--- src/rtl/master_write_burst.sv ---
// master_write_burst: turns one CPU write-burst request plus its beat stream
// into a single AXI INCR write burst and reports the B-channel response.
//
// Ports:
//   clk, rst           clock, synchronous active-high reset
//   req_valid/ready    burst request handshake; req_addr, req_len (beats-1)
//   dat_valid/ready    per-beat handshake; dat_data, dat_strb
//   busy, done, resp   status: burst active, completion pulse, last response
//   AW*/W*/B*          AXI write address, data and response channels
module master_write_burst #(
  parameter logic [3:0] MASTER_ID = 4'b0001,
  parameter int         DATA_W    = 32,
  parameter int         LEN_W     = 4
) (
  input  logic                clk,
  input  logic                rst,
  input  logic                req_valid,
  output logic                req_ready,
  input  logic [31:0]         req_addr,
  input  logic [LEN_W-1:0]    req_len,
  input  logic                dat_valid,
  output logic                dat_ready,
  input  logic [DATA_W-1:0]   dat_data,
  input  logic [DATA_W/8-1:0] dat_strb,
  output logic                busy,
  output logic                done,
  output logic [1:0]          resp,
  output logic [3:0]          AWID,
  output logic [31:0]         AWADDR,
  output logic [LEN_W-1:0]    AWLEN,
  output logic [2:0]          AWSIZE,
  output logic [1:0]          AWBURST,
  output logic                AWVALID,
  input  logic                AWREADY,
  output logic [DATA_W-1:0]   WDATA,
  output logic [DATA_W/8-1:0] WSTRB,
  output logic                WLAST,
  output logic                WVALID,
  input  logic                WREADY,
  input  logic [3:0]          BID,
  input  logic [1:0]          BRESP,
  input  logic                BVALID,
  output logic                BREADY
);

  localparam int          STRB_W = DATA_W / 8;
  localparam int          SIZE   = $clog2(STRB_W);
  localparam logic [31:0] AMASK  = ~32'(STRB_W - 1);

  typedef enum logic [1:0] {
    IDLE,
    ADDR,
    DATA,
    RESP
  } state_t;

  state_t           state;
  logic [31:0]      addr_q;
  logic [LEN_W-1:0] len_q;
  logic [LEN_W-1:0] cnt_q;
  logic [1:0]       resp_q;
  logic             last;

  assign last = (cnt_q == len_q);

  always_ff @(posedge clk) begin
    if (rst) begin
      state  <= IDLE;
      addr_q <= '0;
      len_q  <= '0;
      cnt_q  <= '0;
      resp_q <= 2'b00;
    end else begin
      unique case (state)
        IDLE: begin
          if (req_valid) begin
            addr_q <= req_addr & AMASK;
            len_q  <= req_len;
            state  <= ADDR;
          end
        end
        ADDR: begin
          if (AWREADY) begin
            cnt_q <= '0;
            state <= DATA;
          end
        end
        DATA: begin
          if (dat_valid && WREADY) begin
            if (last) begin
              state <= RESP;
            end else begin
              cnt_q <= cnt_q + LEN_W'(1);
            end
          end
        end
        RESP: begin
          if (BVALID) begin
            // A response tagged for another master is reported as SLVERR.
            resp_q <= (BID == MASTER_ID) ? BRESP : 2'b10;
            state  <= IDLE;
          end
        end
        default: state <= IDLE;
      endcase
    end
  end

  // Held low while rst is asserted so the master reads as not ready.
  assign req_ready = (state == IDLE) && !rst;
  assign busy      = (state != IDLE);
  assign done      = (state == RESP) && BVALID;
  assign resp      = resp_q;

  assign AWVALID = (state == ADDR);
  assign AWID    = MASTER_ID;
  assign AWADDR  = addr_q;
  assign AWLEN   = len_q;
  assign AWSIZE  = 3'(SIZE);
  assign AWBURST = 2'b01;

  // W channel is a gated pass-through of the CPU beat stream.
  assign WVALID    = (state == DATA) && dat_valid;
  assign WDATA     = dat_data;
  assign WSTRB     = dat_strb;
  assign WLAST     = (state == DATA) && last;
  assign dat_ready = (state == DATA) && WREADY;

  assign BREADY = (state == RESP);

endmodule

--- config.mk ---
export PLATFORM = sky130hd
export DESIGN_NAME = master_write_burst
export DESIGN_NICKNAME = d
export VERILOG_FILES = /design/src/rtl/master_write_burst.sv
export SDC_FILE = /design/constraint.sdc
export NUM_CORES = 1
export LEC_CHECK = 0
export ABC_AREA = 1
export CORE_ASPECT_RATIO = 1.5
export CORE_MARGIN = 2
export CORE_UTILIZATION = 33
export CTS_CLUSTER_SIZE = 8
export DETAILED_ROUTE_END_ITERATION = 7
export PLACE_DENSITY_LB_ADDON = 0.12
export SKIP_LAST_GASP = 1
export SYNTH_ARGS = -nofsm -noshare
export SYNTH_HDL_FRONTEND = slang
export SYNTH_SLANG_ARGS = --single-unit
--- constraint.sdc ---
create_clock -name clk -period 1.5 [get_ports clk]
set_input_delay 0.3 -clock clk [delete_from_list [all_inputs] [get_ports clk]]
set_output_delay 0.3 -clock clk [all_outputs]
set_load 0.02 [all_outputs]
Word-level counts from Yosys, hierarchy flattened. Index checks and enable logic that the tools add are counted.

Flip-flop bits (word level): 42. Bits of input ports: 85. Output and inout port bits: 91. Word-level logic and storage cells: 42.

Multiplexer cells: 11. Eq/ne operators: 11. Reduce and logical (&&, ||, !) cells: 14. $add $sub $neg: 1.

Operators by type and width (count): $mux 2 (6); $mux 4 (3); $ne 2x2->1 const B (5); $pmux 2 s4 (1); $pmux 4 s2 (1); $logic_and 1x1->1 (6); $reduce_and 5->1 (1); $add 4x1->4 const B (1); $eq 2x2->1 const B (2); $eq 4x1->1 const B (1); $eq 4x4->1 (1); $reduce_and 2->1 (2); $reduce_and 4->1 (1); $reduce_bool 2->1 (2); $eq 2x1->1 const B (1); $logic_not 2->1 (1); $ne 2x1->1 const B (1); $logic_not 1->1 (1).

Logic depth before layout (Yosys ltp). Gate-level depths: netlist of the first run.

Word-level depth: 4. Mapped depth: 9. Gate-level depth less buffers: 9.

Least setup slack after synthesis of the first run. No wires, ideal clock.

Path type: register to register. From: register state[1]. To: register state[1]. Library setup time: 0.115 ns. Clock period less this slack: 1.368 ns. Slack: 0.132 ns. Arrival time: 1.253 ns. Stages on the path, launching flop included: 9. Cell sequence: dfxtp_1 inv_1 ha_1 nand2_1 nand2_1 nor2_1 nand3b_1 nand2_1 nor2_1.

Cells in the longest elaborated chain, start to end: 3. Elaborated cells on any way between the ends: 11. Classes of those cells: eq/ne (8); mux (1); reduce/logical (2).

RTL lines: from (decl) (line 57) `state_t state;`; from (signal assigned) (line 68) `state <= IDLE;`; from (signal assigned) (line 79) `state <= ADDR;`; from (signal assigned) (line 85) `state <= DATA;`; $eq 2x1->1 (*); via AWVALID (line 33) `output logic AWVALID,`; $ne 2x1->1 (no line); $reduce_and 5->1 (no line).

Mark *: on every way through the listed nets, which the timed path passes. The rest lies on a longest branch. A chain may end at the register's enable or synchronous reset.

Final worst setup path of the first run.
From: register state[1]. To: output WLAST.

Cells in the longest elaborated chain, start to end: 2.

RTL lines: $eq 2x2->1 (line 126) `assign WLAST = (state == DATA) && last;`; $logic_and 1x1->1 (line 126); to (decl) (line 37) `output logic WLAST,`.

Every way passes these cells.

==> summary.txt, run 1 <==
Status
  • Status: complete, but fails checks
  • Failing checks: setup timing

Logic synthesis
  • Yosys warns: 0
  • Mapped Area: 2172 um^2
  • Syn_area_per_cell: 7.439 um^2
  • Ys flop type: dfxtp_1
  • Distinct cells, synth: 26
  • Dominant cells by area after synthesis: dfxtp_1 (39%), buf_4 (17%), nor2_1 (12%)
  • Yosys reg bits: 42
  • Sequential cell area fraction in the yosys report: 38.71%
  • Synth Instances: 292
  • Async set or reset register ratio after synthesis: 0%
  • Synth top area share: 38.71%
  • Commonest cells post-synth: nor2_1 (68), buf_4 (48), dfxtp_1 (42)
  • EDFF count, synth: 0
  • Yosys top cell by area: dfxtp_1
  • Most common cell in the synthesized netlist: nor2_1

Die
  • Die Y: 103.4 um
  • # rows: 36
  • Core Area: 6441 um^2
  • Width of the die: 70.24 um
  • Initial Util: 33.72%
  • # IOs: 176
  • Overall die area: 7260 um^2

Clocking
  • Clock insertion delay at the later pin of the skew report: 290 ps
  • CTS tree: done
  • Clock Tree Buf Depth: 2
  • Root Driver: clkbuf_8
  • CTS clock-pin slew for the worst setup and hold paths: 80 ps
  • H-tree Lvls: 2
  • Hold-fix buffer count after cts: 0
  • Clk sinks: 42
  • CTS Buf Count: 5

Power and ir drop
  • Sw Ratio: 40.17%
  • P per Cell Area: 1534 nW/um^2
  • Sw power: 2011 uW
  • Pint: 2995 uW
  • Leak: 0.001551 uW
  • Sequential share of power: 31.7%
  • Comb pwr share: 53.1%
  • Worst vdd ir: 0.8975 mV
  • Clock share of power: 15.2%

Worst setup path
  • FF-to-FF Start: state[1]$_SDFFE_PP0P_
  • Critical path endpoint category: output port
  • CP startpoint: state[1]$_SDFFE_PP0P_
  • CP peak stage delay: 390 ps
  • Crit path buf inv count: 3
  • Crit-path cells: buf_6 > ha_4 > nand3_4 > inv_2 > buf_6
  • Crit path arrival time: 1210 ps
  • Most frequent CP cell: buf_6
  • Worst path required time: 1200 ps
  • Capturing point of the worst reg2reg path: cnt_q[2]$_SDFFE_PP0P_
  • Cell family with most CP delay: flip-flops
  • Critical Path Stages: 5
  • Critical path class: reg -> out
  • R2R setup slack: 60 ps
  • Max stage delay cell, worst path: dfxtp_4
  • Crit start category: flop
  • CP max FO: 5
  • Worst setup endpoint: WLAST
  • Reg2reg path depth: 9

Timing
  • Worst setup margin: -5.157 ps
  • Period utilization: 100.3%
  • Clk_skew: 3.423 ps
  • Fin. max-slew vios: 0
  • RSZ-0062 raised after global routing: true
  • Hold Fails Final Rpt: 0
  • Max frequency: 664.4 MHz
  • Setup TNS: -5.157 ps
  • Endpoints failing setup: 1
  • Fin crit period: 1505 ps

Placement
  • Port buffer count: 90
  • Final GP Congestion: 0.7121
  • DP Wirelength: 3.936 mm
  • Post-place instance area: 3032 um^2

Final layout
  • Fill cells: 692
  • Area Growth Syn to Fin: 50.29%
  • Nets: 466
  • Multi-input logic area: 975.9 um^2
  • Share of cells above drive strength 1: 26.06%
  • Register cell area after layout: 855.8 um^2
  • Ant diodes: 0
  • Post-Layout Inst Area: 3264 um^2

Route
  • Vias: 1993
  • WL per Instance: 11.39 um
  • Initial DRC Count: 49
  • 1st-pass router iterations: 4
  • Final wirelength: 5.149 mm
  • Antenna Violating Nets Remaining: 0
  • Vias per cell: 4.409
  • DR DRC count: 0

Global routing
  • Total track usage: 13.90%
  • GRT overflow: 0
  • Largest net degree at the start of global routing: 29
  • Number of global-route vias before repair: 1826
  • First-pass GRT wire length: 8.169 mm
  • Antenna violations before repair: 0

Job
  • Max Cap Viol: 0

Worst hold path
  • Worst Hold Class: reg -> reg
## cells in the final DEF (no fill, tap or decap), types with 4 or more instances in the layout
master           synthesis  final
clkbuf_8                 0      6
inv_1                   19     10
a21oi_1                 11     10
nor2_4                   3      4
buf_4                   48     29
buf_6                    1     12
nor2_1                  68     66
conb_1                   2     11
dfxtp_1                 42     32
ha_4                     0      4
inv_2                    1      8
o21ai_1                  6      6
dfxtp_2                  0      9
clkdlybuf4s50_1          0     46
nand2_2                  6      9
o21ai_0                 30     30
nand2_1                 27     20
nand2_4                  1      5
dlygate4sd2_1            0     35
## layer usage
metal	wire length (um)	share of wire, %	GRT usage (%)	vias up
met4	74	1.4	5.473	0
met3	354	6.9	3.876	12
met1	1843	36	14.27	904
met2	2876	56	26.56	60
met5	0	0	0	-
li1	-	-	-	1017
## sequential cells by signal, summed over array words and instances (netlist names)
name    flops
AWLEN       4
cnt_q       4
AWADDR     30
resp        2
state       2
## worst min path at each step
stage,startpoint,to,slack [ps],cells after the start
final,AWADDR[12]$_SDFFE_PP0P_,AWADDR[12]$_SDFFE_PP0P_,480,2
after global routing,AWADDR[26]$_SDFFE_PP0P_,AWADDR[26]$_SDFFE_PP0P_,500,2
after CTS,AWADDR[12]$_SDFFE_PP0P_,AWADDR[12]$_SDFFE_PP0P_,480,2
after detailed placement,AWADDR[12]$_SDFFE_PP0P_,AWADDR[12]$_SDFFE_PP0P_,470,2
after global placement,AWADDR[8]$_SDFFE_PP0P_,AWADDR[8]$_SDFFE_PP0P_,460,2
after floorplan,rst,cnt_q[0]$_SDFFE_PP0P_,370,1
## cell families (layout without fill, tap and decap cells)
kind of cell | after synthesis | after routing | share of synthesized area [%]
flip-flops | 42 | 42 | 38.71
XOR/XNOR | 1 | 1 | 0.4033
AND/OR/NAND/NOR | 113 | 113 | 22.98
adder cells (fa/ha/maj) | 6 | 6 | 3.456
other | 2 | 11 | 0.3458
AO/OA/AOI/OAI | 49 | 49 | 11.52
buffers and inverters | 79 | 154 | 22.58
## power by group through the flow
stage	Sequential (uW)	Clock [uW]	Combinational (uW)
2_1_floorplan	1930	0	1210
3_3_place_gp	1590	0	2600
3_5_place_dp	1600	0	2620
4_1_cts	1570	806	2470
5_1_grt	1630	848	2920
6_report	1580	762	2660
## per-stage QoR
stage               hold WS [ps]  worst slack, ps  utilization, %  instances  power (uW)
CTS                        484.0           -79.13           48.08        448        4847
detailed placement         469.0           -335.8           47.07        439        4213
finish                     476.6           -5.157           50.68        452        5006
global route               502.1           -90.51           50.68        452        5399
floorplan                  369.1            132.5               -        301        3138
global placement           461.6           -313.3           47.07        439        4197
## what timing repair did
item,4_1_cts,5_1_grt
pin swaps,5,16
resized for setup,86,45
setup buffers,1,4
setup endpoints to repair,51,30
## cell type report
class	count	area share [%]
tap	76	2.913
inverter	20	2.453
multi-input combinational	180	29.90
clock inverter	2	0.3833
clock buffer	6	2.530
timing repair buffer	126	35.61
sequential	42	26.22
## worst min-delay path, delay by kind of cell (launching register included)
kind / cells / cell delay [ps]
DFF: 1 / 320
and+or+nand+nor: 2 / 120
(Power assumes the default switching activity.)
==> run 2, diff against run 1 <==
--- a/config.mk
+++ b/config.mk
@@ -12,6 +12,7 @@
 export CTS_CLUSTER_SIZE = 8
 export DETAILED_ROUTE_END_ITERATION = 7
 export PLACE_DENSITY_LB_ADDON = 0.12
+export SETUP_SLACK_MARGIN = 0.02
 export SKIP_LAST_GASP = 1
 export SYNTH_ARGS = -nofsm -noshare
 export SYNTH_HDL_FRONTEND = slang
==> run 2 against run 1 <==
The flow now finishes without violations. Non-clock buffer count is 1 higher. Fmax is 0.53% higher. Sequential share of layout area is 0.17 points lower. Register-to-register slack hardly changed. First-iteration DRC count is 29% higher. Critical path depth is 2 higher. Critical path type unchanged. Critical endpoint unchanged.
==> summary.txt, run 2 (synthesized netlist as in run 1, its figures left out) <==
Status
  • Status: finished, final reports clean

Final layout
  • Commonest non-fill, non-tap cell in the layout: nor2_1
  • Most frequent cells in the layout: nor2_1 (66), clkdlybuf4s50_1 (46), dlygate4sd2_1 (35), dfxtp_1 (32), buf_4 (31)
  • Area Growth Syn to Fin: 51.27%
  • Post-Route Utilization: 51.01%
  • Fill cells: 685
  • Share of cells above drive strength 1: 25.99%
  • Nets: 467
  • Max reg flops: 30
  • Ant diodes: 0

Placement
  • Port buffer count: 90
  • Final GP Congestion: 0.7121
  • DP Wirelength: 3.936 mm

Route
  • DR DRC count: 0
  • 1st-pass router iterations: 4
  • Vias: 1997
  • Final wirelength: 5.187 mm
  • WL per Instance: 11.45 um
  • Vias per cell: 4.408
  • Initial DRC Count: 63
  • Antenna Violating Nets Remaining: 0

Power and ir drop
  • P per Cell Area: 1540 nW/um^2
  • Sequential share of power: 31.3%
  • Worst vdd ir: 0.8976 mV
  • Comb pwr share: 53.7%
  • Total power: 5060 uW
  • Clock share of power: 15.0%
  • Pint: 3033 uW
  • Leak: 0.001562 uW
  • Sw power: 2027 uW
  • Sw Ratio: 40.06%

Die
  • Width of the die: 70.24 um
  • Core Area: 6441 um^2
  • # rows: 36
  • Die Y: 103.4 um
  • Initial Util: 33.72%
  • # IOs: 176
  • Overall die area: 7260 um^2

Worst setup path
  • CP startpoint: AWLEN[2]$_SDFFE_PP0P_
  • Worst path required time: 1200 ps
  • Crit path arrival time: 1200 ps
  • Crit start category: flop
  • FF-to-FF Start: state[1]$_SDFFE_PP0P_
  • R2R setup slack: 50 ps
  • Critical path endpoint category: output port
  • CP max FO: 3
  • Critical path class: reg -> out

Clocking
  • Clock Tree Buf Depth: 2
  • Hold-fix buffer count after cts: 0
  • CTS tree: done
  • H-tree Lvls: 2
  • CTS clock-pin slew for the worst setup and hold paths: 80 ps
  • Root Driver: clkbuf_8
  • Clk sinks: 42
  • Clock insertion delay at the later pin of the skew report: 290 ps
  • CTS Buf Count: 5

Global routing
  • Number of global-route vias before repair: 1826
  • Total track usage: 13.90%
  • Largest net degree at the start of global routing: 29
  • GRT overflow: 0
  • Antenna violations before repair: 0
  • First-pass GRT wire length: 8.169 mm

Worst hold path
  • Worst Hold Class: reg -> reg
  • Hold Crit Start: AWADDR[12]$_SDFFE_PP0P_

Timing
  • Worst Hold Margin: 476.0 ps
  • Hold Fails Final Rpt: 0
  • RSZ-0062 raised after global routing: true
  • Period utilization: 99.81%
  • Fin crit period: 1497 ps
  • Clk_skew: 4.271 ps
  • Fin. max-slew vios: 0
  • Max frequency: 667.9 MHz
  • Endpoints failing setup: 0

Job
  • Max Cap Viol: 0
==> run 2: final timing paths <==
kind                                           endpoint  cells after the start
worst max-delay path                              WLAST                      7
worst max register to register    state[1]$_SDFFE_PP0P_                     11
worst min-delay path            AWADDR[12]$_SDFFE_PP0P_                      2
worst min register to register  AWADDR[12]$_SDFFE_PP0P_                      2
==> run 2: power by group through the flow <==
stage	registers [uW]	clock network [uW]	logic, uW
6_report	1580	760	2720
5_1_grt	1630	848	2970
4_1_cts	1570	806	2530
3_5_place_dp	1600	0	2620
3_3_place_gp	1590	0	2600
2_1_floorplan	1930	0	1210
==> run 2: layout make-up <==
class                           count  area (um^2)  share of cell area, %
Inverter                           20        80.08                  2.437
Clock buffer                        6        82.58                  2.513
Timing Repair Buffer              127         1172                  35.68
Multi-Input combinational cell    180        987.2                  30.05
Sequential cell                    42        855.8                  26.05
Tap cell                           76        95.09                  2.894
Clock inverter                      2        12.51                 0.3808
==> run 2: critical path: stages (launching register included) <==
cell     delay [ps]
dfxtp_2         350
inv_2            40
nand2_1          70
nand2_2          60
nor2_4          150
nand3_4          90
inv_2            50
buf_6           100
==> run 2: metrics by stage <==
stage	cell area, um^2	TNS, ps	setup slack, ps	cells
global placement	3032	-2125	-313.3	439
CTS	3128	-275.4	-79.13	448
finish	3286	0	2.803	453
floorplan	2206	0	132.5	301
global route	3286	-338.5	-87.87	453
detailed placement	3032	-2250	-335.8	439
==> run 2: layer usage <==
metal  GRT usage (%)  wire length [um]
met5               0                 0
met2           26.56              2850
met4           5.473                74
met3           3.876               353
met1           14.27              1908
==> run 2: repair_timing <==
item,4_1_cts,5_1_grt
buffers inserted,1,5
pin swaps,7,17
hold endpoints to repair,0,0
gates cloned,0,0
endpoints found under the setup margin,51,36
resized for setup,95,38
